===== src/rtl/main_mem_arbiter.sv =====
// main_mem_arbiter: round-robin sharing of one line-wide main memory between icache and dcache miss ports
module main_mem_arbiter #(
  parameter int ADDR_WIDTH = 28,
  parameter int LINE_WIDTH = 128
) (
  input  logic                  clk,
  input  logic                  rst_n,
  input  logic                  ic_read,
  input  logic [ADDR_WIDTH-1:0] ic_address,
  output logic [LINE_WIDTH-1:0] ic_read_data,
  output logic                  ic_busy_wait,
  input  logic                  dc_read,
  input  logic                  dc_write,
  input  logic [ADDR_WIDTH-1:0] dc_address,
  input  logic [LINE_WIDTH-1:0] dc_write_data,
  output logic [LINE_WIDTH-1:0] dc_read_data,
  output logic                  dc_busy_wait,
  output logic                  mem_read,
  output logic                  mem_write,
  output logic [ADDR_WIDTH-1:0] mem_address,
  output logic [LINE_WIDTH-1:0] mem_write_data,
  input  logic [LINE_WIDTH-1:0] mem_read_data,
  input  logic                  mem_busy_wait
);
  typedef enum logic [1:0] {IDLE, GRANT_IC, GRANT_DC, DONE} state_t;
  state_t state;
  logic lg_dc, gnt_dc, seen_busy;
  logic dc_req, ic_done, dc_done;
  assign dc_req       = dc_read | dc_write;
  assign ic_done      = (state == DONE) && !gnt_dc;
  assign dc_done      = (state == DONE) && gnt_dc;
  assign ic_busy_wait = ic_read & ~ic_done;
  assign dc_busy_wait = dc_req & ~dc_done;
  // a tie goes to whichever port was not served last
  always_ff @(posedge clk or negedge rst_n)
    if (!rst_n) begin
      state          <= IDLE;
      lg_dc          <= 1'b0;
      gnt_dc         <= 1'b0;
      seen_busy      <= 1'b0;
      mem_read       <= 1'b0;
      mem_write      <= 1'b0;
      mem_address    <= '0;
      mem_write_data <= '0;
      ic_read_data   <= '0;
      dc_read_data   <= '0;
    end else
      case (state)
        IDLE:
          if (dc_req && (!ic_read || !lg_dc)) begin
            state          <= GRANT_DC;
            gnt_dc         <= 1'b1;
            seen_busy      <= 1'b0;
            mem_read       <= !dc_write;
            mem_write      <= dc_write;
            mem_address    <= dc_address;
            mem_write_data <= dc_write_data;
          end else if (ic_read) begin
            state       <= GRANT_IC;
            gnt_dc      <= 1'b0;
            seen_busy   <= 1'b0;
            mem_read    <= 1'b1;
            mem_write   <= 1'b0;
            mem_address <= ic_address;
          end
        GRANT_IC, GRANT_DC:
          if (mem_busy_wait) seen_busy <= 1'b1;
          else if (seen_busy) begin
            state     <= DONE;
            mem_read  <= 1'b0;
            mem_write <= 1'b0;
            if (mem_read && gnt_dc) dc_read_data <= mem_read_data;
            if (mem_read && !gnt_dc) ic_read_data <= mem_read_data;
          end
        DONE: begin
          lg_dc <= gnt_dc;
          state <= IDLE;
        end
        default: state <= IDLE;
      endcase
endmodule


===== config.mk =====
export PLATFORM = sky130hd
export DESIGN_NAME = main_mem_arbiter
export DESIGN_NICKNAME = d
export VERILOG_FILES = /design/src/rtl/main_mem_arbiter.sv
export SDC_FILE = /design/constraint.sdc
export NUM_CORES = 1
export LEC_CHECK = 0
export BUFFER_PORTS_ARGS = -buffer_cell sky130_fd_sc_hd__buf_4
export CAP_MARGIN = 40
export CORE_AREA = 2 2 284 286
export DETAILED_ROUTE_END_ITERATION = 8
export DIE_AREA = 0 0 286 288
export PLACE_DENSITY_LB_ADDON = 0.2
export SLEW_MARGIN = 15
export SYNTH_ARGS = -nofsm -noshare
export SYNTH_HDL_FRONTEND = slang
export SYNTH_SLANG_ARGS = --single-unit

===== constraint.sdc =====
create_clock -name clk -period 3.6 [get_ports clk]
set_input_delay 0.36 -clock clk [delete_from_list [all_inputs] [get_ports clk]]
set_output_delay 0.36 -clock clk [all_outputs]
set_load 0.05 [all_outputs]

==> impl_results.md, run 1 <==
* Syn Inst Count at 976
* CP startpoint kind: flip-flop
* Post-Synthesis Cell Area at between 0.015 and 0.02 sq mm
* R2R depth at 6
* Number of flops mapped to enable cells by yosys at 0
* Reg2reg setup slack at 1.18 ns
* Crit-path max cell delay at between 0.5 and 0.6 ns
* Sequential area share after synthesis at between 60% and 70%
* DRT antenna net count at 0
* Max rail drop VDD at 538 uV
* Largest net degree at the start of global routing at 97
* Vias at 12.0k
* # hold bufs at CTS at around 250
* Avg Cell Area, Syn at 16.3 sq um
* Final TNS setup at 0 ns
* Period minus WS final at 2.42 ns
* Reg-to-reg startpoint: state[0]$_DFFE_PN0P_
* Vias in the first global route at 13.2k
* GRT overflow at 0
* Site Rows at 104
* Crit. Startpoint: state[0]$_DFFE_PN0P_
* P_leak at roughly 0.013 uW
* DPL Wire Length at 40000 microns
* Cell Count Post-Placement at approximately 2.7k
* Ys async rst share at 100%
* Initial DRC count at about 260
* DRC viols at 0
* Synthesized flop and latch total at 419
* CP max stage cell: or3_4
* CP Cell Sequence: inv_1 -> ha_1 -> nand2_1 -> or3_4 -> buf_12 -> mux2_2
* Worst-Skew Late Latency at 0.58 ns
* Slew headroom at 40.1%
* Clk_skew at 0.0215 ns
* Sink Count at 419
* CTS root buffer: clkbuf_16
* Status: finished, final reports clean
* Hold violation total from the final report at 0
* Post-Synthesis Net Count at 1296
* Post-CTS Setup Bufs at 0
* Distinct cell type count after synthesis at 29
* Worst min-delay path class: primary input to flip-flop
* RSZ-0062 raised after global routing: false
* CP endpoint: dc_read_data[53]$_DFFE_PN0P_
* CP Class: flip-flop to flip-flop
* TritonCTS clock tree: built
* Die area at 0.0824 sq mm
* Die X at 286 microns
* First-pass GRT wire length at 80400 microns
* Maxcap violations at 0
* Post-Route WL at 53700 microns
* P&R area growth vs syn at 69.6%
* Critical path fanouts, max at 57
* Final setup fails at 0
* CTS resizes at 0
* GPL Wtd Cong at 0.778
* CTS buffer count at 49
* Finished Layout Cells at roughly 3.1k
* Tcrit/Tclk final at 67.2%
* Top_reg_cell synth: dfrtp_1
* Synth area leader: dfrtp_1
* Worst-case clock buffer depth at 3
* I/O Buffers at around 730
* IO Count at about 730
* Fill cells at 7966
* Clock H-tree levels at 2
* Critical Path RT at 4.05 ns
* Max frequency at 413 MHz
* Worst-path clk slew at 0.06 ns
* PwrDens at 1120 mW/mm^2
* Layout net count at between 2k and 2.5k
* Fraction of layout cells with a size suffix above 1 at 55.4%
* Synth top area share at 65.9%
* Via density at 3.88
* R2r endpoint: dc_read_data[53]$_DFFE_PN0P_
* Die height at 288 microns
* Avg WL per Cell at 17.4 microns
* All-Layer GR Usage at 12.6%
* Max-slew violations at 0
* Top-count cell post-synth: dfrtp_1
* Top cells by count, synth: dfrtp_1, mux2_2, mux2_1
* Starting Density at between 15 and 20%
* Ranking of synthesized cells by area: dfrtp_1, mux2_2, mux2_1
* ANT cells at 0
* Worst slew pin tran at 0.899 ns
* Core area at between 0.07 and 0.08 sq mm
* Initial antenna violation count at 1
* Yosys warns at 0
* TritonRoute pass-1 iters at 4
* Critical Path AT at between 2 and 3 ns
* Critical Path Sink Type: flip-flop
## kinds of logic (layout without fill, tap and decap cells)
| kind of cell | Yosys count | count (layout) | share of synthesized area, % |
|---|---|---|---|
| DFF | 419 | 419 | 65.9 |
| muxes | 414 | 414 | 29.1 |
| buffers and inverters | 57 | 1104 | 2.23 |
| AOI/OAI and AO/OA | 43 | 43 | 1.58 |
| and+or+nand+nor | 41 | 41 | 1.09 |
| adders and majority gates | 2 | 2 | 0.157 |
## per-layer routing
metal | routed length (microns) | up-vias | track usage, %
met1 | 19800 | 5983 | 13.9
li1 | - | 5484 | -
met2 | 28600 | 399 | 22.9
met3 | 3690 | 87 | 3.66
met4 | 1620 | 0 | 4.37
met5 | 0 | - | 0
## final cells by class
cell class                 instances  area, sq um  area share (%)
multi-input combinational        500         5120            19.0
timing repair buffer            1010         8320            30.8
clock inverter                    18          264           0.978
sequential                       419        10500            38.8
inverter                           6         22.5          0.0834
tap                             1060         1330            4.91
clock buffer                      70         1460            5.40
## cells in the final DEF (no fill, tap or decap), drive strengths merged, types with 2 or more instances in the layout
cell and instances:
clkinvlp 2, dlygate4sd3 253, nand2 33, mux2i 29, inv 6, o21bai 2, clkinv 10, o21ai 28
and2 2, bufinv 6, clkbuf 70, ha 2, a21oi 3, mux2 385, buf 757, o22ai 3
dfrtp 419
## state kept, by name, summed over array words and instances (netlist names)
register,count
seen_busy,1
mem_write_data,128
lg_dc,1
state,2
mem_read,1
gnt_dc,1
mem_address,28
ic_read_data,128
mem_write,1
dc_read_data,128
## where the power goes
| group | switching, uW | total [uW] | internal, uW |
|---|---|---|---|
| sequential | 1250 | 8300 | 7050 |
| clock | 2020 | 5260 | 3240 |
| combinational | 11200 | 16600 | 5380 |
## critical path, delay by kind of cell (launching register included)
| family | cells | cell delay [ns] |
|---|---|---|
| adder cells (fa/ha/maj) | 1 | 0.37 |
| AND/OR/NAND/NOR | 2 | 0.65 |
| buffers and inverters | 2 | 0.47 |
| multiplexers | 1 | 0.39 |
| flip-flops | 1 | 0.35 |
## per-stage QoR
step                setup slack [ns]  instance area, sq um  util [%]  hold WS, ns  power [uW]
detailed placement              1.19                 22700      28.6        0.472       24900
finish                          1.18                 27000      33.9       0.0575       30100
floorplan                       1.53                 15900         -       0.0644       19200
global route                    1.06                 27000      33.9       0.0146       31500
CTS                             1.18                 27000      33.9      0.00171       30600
global placement                1.20                 22700      28.6        0.465       24700
## how the worst min path moves through the flow
stage               depth (start not counted)                           end                         from  slack, ns
finish                                      2  dc_read_data[75]$_DFFE_PN0P_            mem_read_data[75]       0.06
global route                                2  ic_read_data[75]$_DFFE_PN0P_            mem_read_data[75]       0.01
CTS                                         2  ic_read_data[75]$_DFFE_PN0P_            mem_read_data[75]      0.002
detailed placement                          2   mem_address[21]$_DFFE_PN0P_  mem_address[21]$_DFFE_PN0P_       0.47
global placement                            2   mem_address[26]$_DFFE_PN0P_  mem_address[26]$_DFFE_PN0P_       0.47
floorplan                                   0   dc_read_data[0]$_DFFE_PN0P_                        rst_n       0.06
No activity file was read; power rests on OpenSTA's default activity.
==> inputs of run 2 (changes only) <==
--- a/config.mk
+++ b/config.mk
@@ -7,9 +7,9 @@
 export LEC_CHECK = 0
 export BUFFER_PORTS_ARGS = -buffer_cell sky130_fd_sc_hd__buf_4
 export CAP_MARGIN = 40
-export CORE_AREA = 2 2 284 286
+export CORE_AREA = 2 2 289 291
 export DETAILED_ROUTE_END_ITERATION = 8
-export DIE_AREA = 0 0 286 288
+export DIE_AREA = 0 0 291 293
 export PLACE_DENSITY_LB_ADDON = 0.2
 export SLEW_MARGIN = 15
 export SYNTH_ARGS = -nofsm -noshare
==> constraint.sdc (replaced) <==
create_clock -name clk -period 1.95 [get_ports clk]
set_input_delay 0.195 -clock clk [delete_from_list [all_inputs] [get_ports clk]]
set_output_delay 0.195 -clock clk [all_outputs]
set_load 0.05 [all_outputs]
==> run 2 against run 1 <==
  * Worst hold slack gained 0.028 ns
  * Clock skew shrank 0.0024 ns
  * Final area grew 4.8%
  * Critical path depth grew 2
  * Total power grew 87%
  * Clock power grew 82%
  * Largest power group unchanged
  * Utilization grew 0.65 points
  * Routed wire length grew 5.5%
  * Setup slack lost 1.2 ns
  * First-iteration DRC count grew 1.1%
  * Sequential power grew 86%
  * Register-to-register slack lost 1.2 ns
==> impl_results.md, run 2 (synthesized netlist as in run 1, its figures left out) <==
* PwrDens at 1990 mW/mm^2
* R2R depth at 8
* Core area at a little over 0.08 sq mm
* R2r endpoint: ic_read_data[111]$_DFFE_PN0P_
* Cell area after layout at 0.0283 sq mm
* Sequential share of power at 27.4%
* Clk_skew at 0.0191 ns
* Initial DRC count at 264
* Hold violation total from the final report at 0
* Period minus WS final at 1.92 ns
* Post-Route WL at 56700 microns
* CTS buffer count at 50
* RSZ-0062 raised after global routing: true
* Commonest non-fill, non-tap cell in the layout: buf_4
* ANT cells at 0
* IO Count at 734
* All-Layer GR Usage at about 13%
* Max frequency at approximately 520 MHz
* Layout net count at 2412
* Critical Path AT at 2.37 ns
* Reg2reg setup slack at 0.03 ns
* Largest net degree at the start of global routing at 60
* Initial antenna violation count at 1
* Top Registers: dc_read_data (128), ic_read_data (128), mem_write_data (128)
* GRT overflow at 0
* CP startpoint kind: flip-flop
* CP endpoint: ic_read_data[111]$_DFFE_PN0P_
* Worst slew pin tran at 0.490 ns
* CTS root buffer: clkbuf_16
* Starting Density at 19.4%
* Die area at 0.0853 sq mm
* Worst-case clock buffer depth at 3
* Clock Power Share at 17.0%
* Sink Count at about 420
* First-pass GRT wire length at 83600 microns
* Vias in the first global route at around 14k
* Worst min-delay path class: primary input to async pin
* Net Sw Frac at 47.9%
* Clock H-tree levels at 2
* Crit. Startpoint: state[1]$_DFFE_PN0P_
* Site Rows at 105
* DRT antenna net count at 0
* Worst-path clk slew at 0.06 ns
* Critical Path Sink Type: flip-flop
* Final setup fails at 0
* CP Class: flip-flop to flip-flop
* DRC viols at 0
* P_leak at 0.0134 uW
* Die X at 291 microns
* GPL Wtd Cong at 0.772
* Critical Path RT at around 2.4 ns
* Placed cell area at between 0.02 and 0.025 sq mm
* Maxcap violations at 0
* DPL Wire Length at 41700 microns
* Fin Hold WS at approximately 0.086 ns
* P&R area growth vs syn at 77.7%
* TritonRoute pass-1 iters at 4
* Logic pwr share at roughly 56%
* I/O Buffers at ~730
* TritonCTS clock tree: built
* Reg-to-reg startpoint: state[1]$_DFFE_PN0P_
* Worst-Skew Late Latency at 0.58 ns
* Tcrit/Tclk final at between 90% and 100%
* Max rail drop VDD at 1120 uV
* Max-slew violations at 0
* Fraction of layout cells with a size suffix above 1 at 55.0%
* Via density at 3.88
* Internal power at 29300 uW
* Status: finished, final reports clean
* Most frequent cells in the layout: buf_4, dfrtp_1, dlygate4sd3_1
* Die height at 293 microns
* Avg WL per Cell at 17.7 microns
* Slew headroom at 67.3%
* Critical path fanouts, max at 9
* P_sw at 27000 uW
* Vias at 12.4k
==> run 2: cell types whose count changed in the layout (fill, tap and decap cells not counted), moves of 5 or more <==
cell           delta
dlygate4sd3_1    +62
buf_4            +16
buf_12            +9
buf_6             +8
clkbuf_16         +5
==> run 2: worst min-delay path by stage <==
stage,start,to,cells after the start
after CTS,ic_read,state[0]$_DFFE_PN0P_,3
after detailed placement,rst_n,ic_read_data[12]$_DFFE_PN0P_,1
after floorplan,rst_n,dc_read_data[0]$_DFFE_PN0P_,0
final,rst_n,ic_read_data[12]$_DFFE_PN0P_,2
after global placement,rst_n,dc_read_data[119]$_DFFE_PN0P_,1
after global routing,rst_n,ic_read_data[12]$_DFFE_PN0P_,2
==> run 2: area by class of cell <==
| cell class | instances | area [sq um] |
|---|---|---|
| inverter | 6 | 22.5 |
| timing repair buffer | 1115 | 9570 |
| tap | 1070 | 1340 |
| clock buffer | 74 | 1490 |
| multi-input combinational | 500 | 5160 |
| sequential | 419 | 10500 |
| clock inverter | 18 | 209 |
| fill | 8112 | 53600 |
==> run 2: power by group through the flow <==
stage	clock network [uW]	registers [uW]	logic [uW]
final	9570	15400	31300
after detailed placement	0	15600	30800
after global routing	10300	16000	32500
after CTS	9940	15500	31300
after floorplan	0	29900	5620
after global placement	0	15500	30600
==> run 2: repair_timing <==
| action | in CTS | in global routing |
|---|---|---|
| endpoints found under the hold margin | 672 | 0 |
| pin swaps | 1 | 1 |
| gates cloned | 0 | 10 |
| endpoints found under the setup margin | 2 | 220 |
| setup buffers | 0 | 2 |
| hold buffers | 315 | 0 |
| gates resized for setup | 6 | 25 |
==> run 2: critical path, cell delays in order (launching register included) <==
cell and delay (ns):
dfrtp_1 0.37, inv_2 0.06, ha_4 0.28, nand2_4 0.05, nor3_4 0.19, buf_12 0.16
buf_16 0.17, buf_6 0.17, mux2_2 0.34
==> run 2: layer usage <==
layer | global-route usage, % | vias up | part of all wire, %
li1 | - | 5668 | -
met1 | 13.8 | 6205 | 38
met2 | 22.9 | 450 | 53
met3 | 3.77 | 89 | 6.7
met4 | 3.97 | 2 | 2.8
met5 | 0 | - | 0.023
==> run 2: through the flow <==
| stage | total power, uW | setup TNS (ns) | setup WS (ns) | instances | utilization (%) |
|---|---|---|---|---|---|
| 4_1_cts | 56700 | 0 | 0.00143 | 3190 | 34.2 |
| 2_1_floorplan | 35500 | 0 | 0.0497 | 976 | - |
| 5_1_grt | 58800 | -0.671 | -0.0212 | 3202 | 34.6 |
| 3_3_place_gp | 46100 | 0 | 0.0272 | 2783 | 28.2 |
| 6_report | 56300 | 0 | 0.0292 | 3202 | 34.6 |
| 3_5_place_dp | 46300 | 0 | 0.00235 | 2783 | 28.2 |
==> inputs of run 3 (changes only) <==
==> constraint.sdc (replaced) <==
create_clock -name clk -period 1.95 [get_ports clk]
set_input_delay 0.195 -clock clk [delete_from_list [all_inputs] [get_ports clk]]
set_output_delay 0.195 -clock clk [all_outputs]
set_load 0.02 [all_outputs]
==> run 3 against run 2 <==
  * The run now ends with setup timing left
  * Fmax is 1.7% lower
  * Clock skew hardly changed
  * Sequential power hardly changed
  * Utilization is 0.15 points higher
  * Sequential share of layout area is 0.16 points lower
  * Combinational power is 31% lower
  * Critical path depth stayed put
  * Flip-flop and latch count stayed put
  * Count of clock-buffer cells in the layout stayed put
  * Die area stayed put
  * Total power is 17% lower
  * Routed wire length is 0.48% higher
  * Critical endpoint is now ic_read_data[4]$_DFFE_PN0P_
  * Highest routed layer unchanged
==> impl_results.md, run 3 (synthesized netlist as in run 1, its figures left out) <==
* Critical Path RT at 2.40 ns
* Site Rows at approximately 110
* Die height at 293 microns
* GRT overflow at 0
* All-Layer GR Usage at 12.5%
* PwrDens at 1640 mW/mm^2
* Most frequent cells in the layout: buf_4, dfrtp_1, dlygate4sd3_1
* Critical Path AT at around 2.4 ns
* Initial DRC count at ~260
* Top Registers: dc_read_data (128), ic_read_data (128), mem_write_data (128)
* TritonRoute pass-1 iters at 4
* Fraction of layout cells with a size suffix above 1 at between 50% and 60%
* Core area at 0.0818 sq mm
* CTS buffer count at 50
* RSZ-0062 raised after global routing: true
* Vias in the first global route at 13.9k
* Crit. Startpoint: state[0]$_DFFE_PN0P_
* Initial antenna violation count at 1
* Worst-path clk slew at 0.06 ns
* Pre-CTS WS at 0.00235 ns
* Clk_skew at 0.0188 ns
* Worst-case clock buffer depth at 3
* Status: complete, but fails checks
* Post-Route WL at 56900 microns
* DPL Wire Length at 41700 microns
* Die area at 0.0853 sq mm
* Fill cells at 8104
* Sink Count at 419
* DRT antenna net count at 0
* R2R depth at 8
* Worst slew pin tran at 0.490 ns
* Largest net degree at the start of global routing at 60
* TritonCTS clock tree: built
* Critical Path Sink Type: flip-flop
* Maxcap violations at 0
* Period minus WS final at 1.95 ns
* CP max stage cell: dfrtp_1
* ANT cells at 0
* CP startpoint kind: flip-flop
* Worst min-delay path class: primary input to async pin
* CTS root buffer: clkbuf_16
* GPL Wtd Cong at 0.772
* Finished Layout Cells at around 3.2k
* Setup ws final at -0.00331 ns
* Die X at 291 microns
* P_leak at 0.0135 uW
* CP Cell Sequence: inv_2 -> ha_4 -> nand2_4 -> nor3_4 -> buf_12 -> buf_16 -> buf_6 -> mux2_2
* Cell Count Post-Placement at between 2k and 3k
* Final setup fails at 2
* Layout net count at 2412
* Starting Density at slightly below 20%
* Worst-Skew Late Latency at 0.58 ns
* Crit-path max cell delay at 0.37 ns
* Slew headroom at 67.4%
* Tcrit/Tclk final at 100%
* Via density at 3.88
* Reg2reg setup slack at -0.003 ns
* First-pass GRT wire length at approximately 84000 microns
* Max-slew violations at 0
* Critical path fanouts, max at 9
* Avg WL per Cell at 17.8 microns
* Max frequency at 512 MHz
* Failing checks: setup timing
* Hold violation total from the final report at 0
* P&R area growth vs syn at 78.4%
* Vias at around 12k
* DRC viols at 0
* Reg-to-reg startpoint: state[0]$_DFFE_PN0P_
* Max rail drop VDD at 846 uV
* Commonest non-fill, non-tap cell in the layout: buf_4
* Power after layout at 46600 uW
* Clock H-tree levels at 2
* Post-layout util at 34.7%
* R2r endpoint: ic_read_data[4]$_DFFE_PN0P_
* I/O Buffers at 733
* IO Count at 734
* CP Class: flip-flop to flip-flop
==> run 3: layout make-up <==
class	count	area, sq um	area share, %
Inverter	6	22.5	0.0793
Clock buffer	74	1490	5.25
Multi-Input combinational cell	500	5280	18.6
Timing Repair Buffer	1115	9570	33.7
Tap cell	1070	1340	4.71
Clock inverter	18	209	0.736
Sequential cell	419	10500	36.9
==> run 3: critical path: cells and delay by family, from the launching register on <==
family	cells	cell delay [ns]
adders and majority gates	1	0.27
buffers and inverters	4	0.56
DFF	1	0.37
muxes	1	0.33
and+or+nand+nor	2	0.27
==> run 3: worst max path at each step <==
stage / to
3_3_place_gp: dc_read_data[7]$_DFFE_PN0P_
6_report: ic_read_data[4]$_DFFE_PN0P_
5_1_grt: ic_read_data[10]$_DFFE_PN0P_
2_1_floorplan: ic_read_data[48]$_DFFE_PN0P_
4_1_cts: ic_read_data[103]$_DFFE_PN0P_
3_5_place_dp: ic_read_data[103]$_DFFE_PN0P_
==> run 3: through the flow <==
stage	hold slack (ns)	TNS, ns	cell area, sq um
6_report	0.0854	-0.00334	28400
5_1_grt	0.0661	-2.02	28400
4_1_cts	0.0360	0	28000
3_5_place_dp	0.0870	0	23100
3_3_place_gp	0.0945	0	23100
2_1_floorplan	-0.101	0	15900
==> run 3: routing by layer <==
layer / vias up / part of all wire [%] / global-route usage, %
met5: - / 0.023 / 0
met4: 2 / 2.8 / 3.97
met3: 89 / 6.8 / 3.80
met2: 460 / 52 / 22.9
met1: 6216 / 38 / 13.8
li1: 5672 / - / -
==> run 3: report_power, final <==
part,leakage (uW),switching (uW),internal (uW)
registers,0.00509,2440,13000
logic,0.00754,11000,10500
clock network,0.000838,3770,5800
==> run 3: timing repair <==
item,in CTS,in global routing
hold buffers,315,0
setup endpoints to repair,1,219
gates resized for setup,2,60
endpoints found under the hold margin,672,0
pin swaps,0,2
gates cloned,0,10
buffers inserted,0,2
